===== config.mk =====
export PLATFORM = sky130hd
export DESIGN_NAME = store_queue
export DESIGN_NICKNAME = d
export VERILOG_FILES = /design/src/rtl/sq_pkg.sv /design/src/rtl/sq_fwd_merge.sv /design/src/rtl/store_queue.sv
export SDC_FILE = /design/constraint.sdc
export NUM_CORES = 2
export LEC_CHECK = 0
export ABC_AREA = 1
export BUFFER_PORTS_ARGS = -buffer_cell sky130_fd_sc_hd__buf_2
export CORE_UTILIZATION = 64
export DETAILED_ROUTE_END_ITERATION = 8
export HOLD_SLACK_MARGIN = 0.08
export PLACE_DENSITY = 0.83
export SLEW_MARGIN = 10
export SYNTH_ARGS = -nofsm -noshare
export SYNTH_HDL_FRONTEND = slang
export SYNTH_SLANG_ARGS = --single-unit

===== constraint.sdc =====
create_clock -name clk_g -period 5.8 [get_ports clk_g]
set_clock_uncertainty 0.15 [all_clocks]
set_input_delay 0.29 -clock clk_g [delete_from_list [all_inputs] [get_ports clk_g]]
set_output_delay 0.29 -clock clk_g [all_outputs]
set_load 0.005 [all_outputs]

===== src/rtl/sq_pkg.sv =====
// ---------------------------------------------------------------------------
// sq_pkg
//   Shared types, default sizing and pointer helpers for the store queue.
//   The default localparams describe the standard 32-bit / 8-entry build.
//   The helpers take width arguments, so a store_queue instance built with
//   other parameter values can still use them.
//   No ports (package).
// ---------------------------------------------------------------------------
package sq_pkg;

   localparam int SQ_DATA_WIDTH = 32;
   localparam int SQ_ADDR_WIDTH = 32;
   localparam int SQ_DEPTH      = 8;
   localparam int SQ_BE_W       = SQ_DATA_WIDTH / 8;
   localparam int SQ_OFF_W      = $clog2(SQ_BE_W);
   localparam int SQ_PTR_W      = $clog2(SQ_DEPTH) + 1;

   // Entry layout for the default configuration: word address, raw byte
   // enables and lane-aligned data.
   typedef struct packed {
      logic [SQ_ADDR_WIDTH-SQ_OFF_W-1:0] waddr;
      logic [SQ_BE_W-1:0]                be;
      logic [SQ_DATA_WIDTH-1:0]          data;
   } sq_entry_t;

   // The pointer MSB is a wrap bit.
   typedef logic [SQ_PTR_W-1:0] sq_ptr_t;

   // Entry index: the pointer with its wrap bit dropped.
   function automatic logic [31:0] ptr_idx(input logic [31:0] ptr,
                                           input int unsigned idx_w);
      return ptr & ((32'd1 << idx_w) - 32'd1);
   endfunction

   // The queue is full when the pointers differ only in the wrap bit.
   function automatic logic is_full(input logic [31:0] head,
                                    input logic [31:0] tail,
                                    input int unsigned ptr_w);
      return (head ^ tail) == (32'd1 << (ptr_w - 1));
   endfunction

endpackage


===== src/rtl/sq_fwd_merge.sv =====
// ---------------------------------------------------------------------------
// sq_fwd_merge
//   This block is purely combinational. It merges store bytes in age order
//   for one load lookup. Entries are visited from the oldest (head_idx) to
//   the youngest, so a younger matching byte overwrites an older one.
//   Ports:
//     ld_valid, ld_waddr, ld_be : load lookup (word address, needed bytes)
//     live      : one bit per entry, set when the entry holds a store
//     head_idx  : index of the oldest entry
//     ent_waddr, ent_be, ent_data : contents of every entry
//     fwd_mask, fwd_data, fwd_full : merged result; all outputs are 0
//                                    when ld_valid is low
// ---------------------------------------------------------------------------
module sq_fwd_merge #(
   parameter int DEPTH = 8,
   parameter int WA_W  = 30,
   parameter int BE_W  = 4,
   parameter int IDX_W = $clog2(DEPTH)
) (
   input  logic                             ld_valid,
   input  logic [WA_W-1:0]                  ld_waddr,
   input  logic [BE_W-1:0]                  ld_be,
   input  logic [DEPTH-1:0]                 live,
   input  logic [IDX_W-1:0]                 head_idx,
   input  logic [DEPTH-1:0][WA_W-1:0]       ent_waddr,
   input  logic [DEPTH-1:0][BE_W-1:0]       ent_be,
   input  logic [DEPTH-1:0][8*BE_W-1:0]     ent_data,
   output logic [BE_W-1:0]                  fwd_mask,
   output logic [8*BE_W-1:0]                fwd_data,
   output logic                             fwd_full
);

   always_comb begin
      logic [IDX_W-1:0] idx;
      idx      = '0;
      fwd_mask = '0;
      fwd_data = '0;
      for (int k = 0; k < DEPTH; k++) begin
         // The index sum wraps naturally inside IDX_W bits.
         idx = head_idx + IDX_W'(k);
         if (ld_valid && live[idx] && (ent_waddr[idx] == ld_waddr)) begin
            for (int b = 0; b < BE_W; b++) begin
               if (ent_be[idx][b]) begin
                  fwd_mask[b]       = 1'b1;
                  fwd_data[8*b +: 8] = ent_data[idx][8*b +: 8];
               end
            end
         end
      end
   end

   assign fwd_full = ld_valid && (ld_be != '0) && ((fwd_mask & ld_be) == ld_be);

endmodule


===== src/rtl/store_queue.sv =====
// ---------------------------------------------------------------------------
// store_queue
//   This is a circular queue of speculative and committed stores. It sits
//   between the execute stage and the dcache write port.
//   Three pointers keep order, with head <= cmt <= tail (modulo wrap):
//     head : next entry to drain
//     cmt  : first uncommitted entry
//     tail : next entry to allocate
//   Ports:
//     clk_g, reset (synchronous, active-high), flush (drop uncommitted)
//     st_valid/st_ready/st_addr/st_be/st_wdata : allocate a store
//     commit     : retire the oldest uncommitted store
//     ld_valid/ld_addr/ld_be -> fwd_mask/fwd_data/fwd_full : forwarding
//     drain_req/drain_addr/drain_be/drain_data, drain_ack : dcache drain
//     empty, count : occupancy
// ---------------------------------------------------------------------------
module store_queue
   import sq_pkg::*;
#(
   parameter int DATA_WIDTH = SQ_DATA_WIDTH,
   parameter int ADDR_WIDTH = SQ_ADDR_WIDTH,
   parameter int DEPTH      = SQ_DEPTH,
   parameter int PTR_W      = $clog2(DEPTH) + 1
) (
   input  logic                    clk_g,
   input  logic                    reset,
   input  logic                    flush,
   input  logic                    st_valid,
   output logic                    st_ready,
   input  logic [ADDR_WIDTH-1:0]   st_addr,
   input  logic [DATA_WIDTH/8-1:0] st_be,
   input  logic [DATA_WIDTH-1:0]   st_wdata,
   input  logic                    commit,
   input  logic                    ld_valid,
   input  logic [ADDR_WIDTH-1:0]   ld_addr,
   input  logic [DATA_WIDTH/8-1:0] ld_be,
   output logic [DATA_WIDTH/8-1:0] fwd_mask,
   output logic [DATA_WIDTH-1:0]   fwd_data,
   output logic                    fwd_full,
   output logic                    drain_req,
   output logic [ADDR_WIDTH-1:0]   drain_addr,
   output logic [DATA_WIDTH/8-1:0] drain_be,
   output logic [DATA_WIDTH-1:0]   drain_data,
   input  logic                    drain_ack,
   output logic                    empty,
   output logic [PTR_W-1:0]        count
);

   localparam int BE_W  = DATA_WIDTH / 8;
   localparam int OFF_W = $clog2(BE_W);
   localparam int WA_W  = ADDR_WIDTH - OFF_W;
   localparam int IDX_W = PTR_W - 1;

   typedef struct packed {
      logic [WA_W-1:0]       waddr;
      logic [BE_W-1:0]       be;
      logic [DATA_WIDTH-1:0] data;
   } entry_t;

   entry_t ent_q [DEPTH];
   entry_t ent_d [DEPTH];

   logic [PTR_W-1:0] head_q, head_d;
   logic [PTR_W-1:0] cmt_q,  cmt_d;
   logic [PTR_W-1:0] tail_q, tail_d;

   logic             full;
   logic             alloc;
   logic             do_commit;
   logic             do_drain;
   logic [IDX_W-1:0] head_idx;
   logic [IDX_W-1:0] tail_idx;

   logic [DEPTH-1:0]                 live;
   logic [DEPTH-1:0][WA_W-1:0]       ent_waddr;
   logic [DEPTH-1:0][BE_W-1:0]       ent_be;
   logic [DEPTH-1:0][DATA_WIDTH-1:0] ent_data;

   // The byte-offset address bits are not used for matching or storage.
   logic unused_addr_bits;
   assign unused_addr_bits = &{1'b0, st_addr[OFF_W-1:0], ld_addr[OFF_W-1:0]};

   assign head_idx = IDX_W'(ptr_idx(32'(head_q), IDX_W));
   assign tail_idx = IDX_W'(ptr_idx(32'(tail_q), IDX_W));
   assign full     = is_full(32'(head_q), 32'(tail_q), PTR_W);

   assign st_ready  = !full;
   assign count     = tail_q - head_q;
   assign empty     = (head_q == tail_q);
   assign drain_req = (head_q != cmt_q);

   // A flush drops an allocation in the same cycle.
   assign alloc     = st_valid && st_ready && !flush;
   assign do_commit = commit && (cmt_q != tail_q);
   assign do_drain  = drain_req && drain_ack;

   always_comb begin
      head_d = head_q + PTR_W'(do_drain);
      cmt_d  = cmt_q + PTR_W'(do_commit);
      // A flush pulls tail back to the commit boundary. That boundary
      // includes a commit made in the same cycle.
      tail_d = flush ? cmt_d : (tail_q + PTR_W'(alloc));
   end

   always_ff @(posedge clk_g) begin
      if (reset) begin
         head_q <= '0;
         cmt_q  <= '0;
         tail_q <= '0;
      end else begin
         head_q <= head_d;
         cmt_q  <= cmt_d;
         tail_q <= tail_d;
      end
   end

   generate
      for (genvar gi = 0; gi < DEPTH; gi++) begin : g_entry
         logic [IDX_W-1:0] age;

         always_comb begin
            ent_d[gi] = ent_q[gi];
            if (alloc && (tail_idx == IDX_W'(gi))) begin
               ent_d[gi].waddr = st_addr[ADDR_WIDTH-1:OFF_W];
               ent_d[gi].be    = st_be;
               ent_d[gi].data  = st_wdata;
            end
         end

         always_ff @(posedge clk_g) begin
            if (reset) ent_q[gi] <= '0;
            else       ent_q[gi] <= ent_d[gi];
         end

         // An entry is live when its distance from head is less than count.
         assign age           = IDX_W'(gi) - head_idx;
         assign live[gi]      = ({1'b0, age} < count);
         assign ent_waddr[gi] = ent_q[gi].waddr;
         assign ent_be[gi]    = ent_q[gi].be;
         assign ent_data[gi]  = ent_q[gi].data;
      end
   endgenerate

   assign drain_addr = ADDR_WIDTH'(ent_q[head_idx].waddr) << OFF_W;
   assign drain_be   = ent_q[head_idx].be;
   assign drain_data = ent_q[head_idx].data;

   sq_fwd_merge #(
      .DEPTH (DEPTH),
      .WA_W  (WA_W),
      .BE_W  (BE_W),
      .IDX_W (IDX_W)
   ) u_fwd (
      .ld_valid  (ld_valid),
      .ld_waddr  (ld_addr[ADDR_WIDTH-1:OFF_W]),
      .ld_be     (ld_be),
      .live      (live),
      .head_idx  (head_idx),
      .ent_waddr (ent_waddr),
      .ent_be    (ent_be),
      .ent_data  (ent_data),
      .fwd_mask  (fwd_mask),
      .fwd_data  (fwd_data),
      .fwd_full  (fwd_full)
   );

endmodule


==> qor.txt <==
Synth warn -> 0
CP arrival -> 5.35 ns
Unrepaired setup endpoints after global routing -> yes
Register area share after synthesis -> 0.242
Hold Startpoint -> ent_q[3][40]
Commonest cells post-synth -> nand2_1, o21ai_0, nand3_1
Die Height -> 266 um
Number of global-route vias before repair -> 49000
FF/Latch Area -> 10800 um2
Post-route ant nets -> 0
Final Hold Viols -> 0
Worst R2R Setup Slack -> 1.37 ns
Worst r2r dst -> ent_q[1][5]
Residual DRC -> 0
Most frequent cell after synthesis -> nand2_1
Prevailing post-synth register cell -> dfxtp_1
Layout Nets -> 7833
Worst-Skew Late Latency -> 0.68 ns
Hold slack -> 0.310 ns
Status -> finished, final reports clean
Post-DP HPWL -> 120000 um
First-pass GRT wire length -> 270000 um
Filler cell count -> 6020
CP required -> 5.36 ns
Pleak -> 21.6 nW
Comb power frac -> 0.543
Slew Limit Fails -> 0
Area contributors post-synth -> dfxtp_1, nand2_1, o21ai_0
Power Internal -> 8.68 mW
Clock buffer depth -> 3
Buffers on Ports -> 216
CTS tree -> yes
CP Capture Type -> output pin
Post-DP Area -> 45700 um2
EDFF count, synth -> 0
Sequential Power Share -> 0.226
Die ar. -> 70900 um2
Number of max-cap violations -> 0
Pin count of the biggest net entering global routing -> 277
P per Cell Area -> 358 nW/um2
Routed WL -> 178000 um
WHS Path Cells -> 2
WS Path Type -> flip-flop to output pin
Clock Root Buffer -> clkbuf_16
Slew headroom -> 0.187
Yosys reg bits -> 540
Total negative setup slack -> 0 ns
Post-Synthesis Cells -> 7794
Worst-margin pin slew -> 1.22 ns
Endpoints failing setup -> 0
Worst-path fanout max -> 133
Wire per inst -> 20.5 um
Placed instance count -> 8486
Min-Delay Path Class -> flip-flop to flip-flop
Tcrit/Tclk final -> 0.999
Initial antenna violation count -> 22
Clk pwr share -> 0.231
Min cycle time layout -> 5.79 ns
Routability-driven placement congestion ratio -> 1.11
Initial core utilization -> 0.650
Fmax -> 173 MHz
Synth cell types -> 46
Core area -> 68800 um2
Via-per-instance ratio -> 6.26
Initial DRC Count -> 7762
Min-Delay Endpoint -> ent_q[3][40]
Cell area after synthesis -> 44700 um2
Switch share -> 0.503
Ys async rst share -> 0
Crit Reg-Reg Startpoint -> head_q[0]
Fin area -> 48800 um2
Syn_area_per_cell -> 5.74 um2
Startpoint Class -> flip-flop
Multi-input logic area -> 28200 um2
Pre-Repair DR Iteration Count -> 9
Share of the synthesized area in the top cell type -> 0.242
CTS Buf Count -> 58
Layout cell share with drive strength beyond 1 -> 0.0631
Area Growth Syn to Fin -> 9.11%
Reg2Reg Depth -> 10
IR drop worst, VDD -> 0.000366 V
Clock sinks -> 540
Largest area contributor in the netlist -> dfxtp_1
IO Pins -> 223
Grt total ovfl -> 0
Die X-Extent -> 266 um
Total power -> 17.4 mW
Overall fraction of global-route tracks in use -> 0.484
# rows -> 96
Non-filler instance count after layout -> 8695
H-Tree Depth -> 2
DR vias -> 54400
Clock slew at reported path FFs -> 0.07 ns
NetSw -> 8.77 mW
## cells by family (layout without fill, tap and decap cells)
kind of cell,count (synthesis),after routing,synth area share
other,1,20,0.0000839
and+or+nand+nor,3596,3596,0.344
adders and majority gates,20,20,0.00576
xor gates and xnor gates,64,64,0.0131
AOI/OAI and AO/OA,1860,1860,0.216
buffers and inverters,1505,1456,0.133
muxes,208,208,0.0466
DFF,540,540,0.242
## layer usage
layer	routed length, um	GRT usage	vias up	share of wire
met5	11	0	-	0.000062
met1	64400	0.565	24400	0.36
met3	19900	0.101	942	0.11
met2	78700	0.772	3568	0.44
li1	-	-	25500	-
met4	15100	0.379	2	0.085
## what timing repair did
action	in CTS	in global routing
pin swaps	2	3
setup buffers	7	9
resized for setup	3	34
hold buffers	71	0
endpoints found under the setup margin	10	36
hold endpoints to repair	540	0
## layout make-up
cell class / count / share of cell area
sequential: 540 / 0.222
clock inverter: 24 / 0.00775
clock buffer: 80 / 0.0337
tap: 931 / 0.0239
antenna: 18 / 0.000923
inverter: 953 / 0.0742
timing repair buffer: 399 / 0.0605
multi-input combinational: 5750 / 0.577
## placed cells by master (no fill, tap or decap), types with 86 or more instances in the layout
cell type,instances
nand2_1,2079
mux2i_1,208
a21oi_1,567
buf_4,86
nand4_1,118
nor2_1,192
inv_1,927
nand3_1,1129
dfxtp_1,537
o21ai_0,1147
buf_2,216
## power by group through the flow
| stage | registers (mW) | clock network, mW | logic [mW] |
|---|---|---|---|
| after floorplan | 3.98 | 0 | 6.31 |
| after global placement | 4.01 | 0 | 8.79 |
| after detailed placement | 4.02 | 0 | 8.95 |
| after CTS | 3.94 | 4.02 | 9.03 |
| after global routing | 3.95 | 4.16 | 10.1 |
| final | 3.94 | 4.02 | 9.48 |
## worst max path at each step
stage,start,slack (ns),depth (start not counted),to
after detailed placement,tail_q[0],0.60,22,fwd_full
final,head_q[0],0.006,16,fwd_data[8]
after CTS,tail_q[0],-0.005,26,fwd_data[24]
after global routing,tail_q[0],-0.08,24,fwd_data[23]
after floorplan,head_q[1],0.42,29,fwd_data[14]
after global placement,head_q[2],0.68,23,fwd_data[0]
## worst max-delay path, cell delays in order (launching register included)
cell	delay (ns)
dfxtp_4	0.43
inv_6	0.15
ha_4	0.38
buf_16	0.49
nand3_1	0.20
nand3_1	0.13
nand2_1	0.07
xor2_1	0.45
o211ai_1	0.16
nor2_1	0.23
nand2_1	0.09
nor2_2	0.45
nand3_2	0.47
clkinv_1	0.37
o211ai_1	0.13
nand2_1	0.18
buf_2	0.14
## through the flow
step	worst slack, ns	utilization
3_3_place_gp	0.676	0.664
3_5_place_dp	0.601	0.664
4_1_cts	-0.00522	0.705
2_1_floorplan	0.416	-
5_1_grt	-0.0806	0.709
6_report	0.00591	0.709
## flip-flops by register name (all words and copies together) (netlist names)
register and flops:
tail_q 4, ent_q 528, cmt_q 4, head_q 4
No activity file was read; power rests on OpenSTA's default activity.
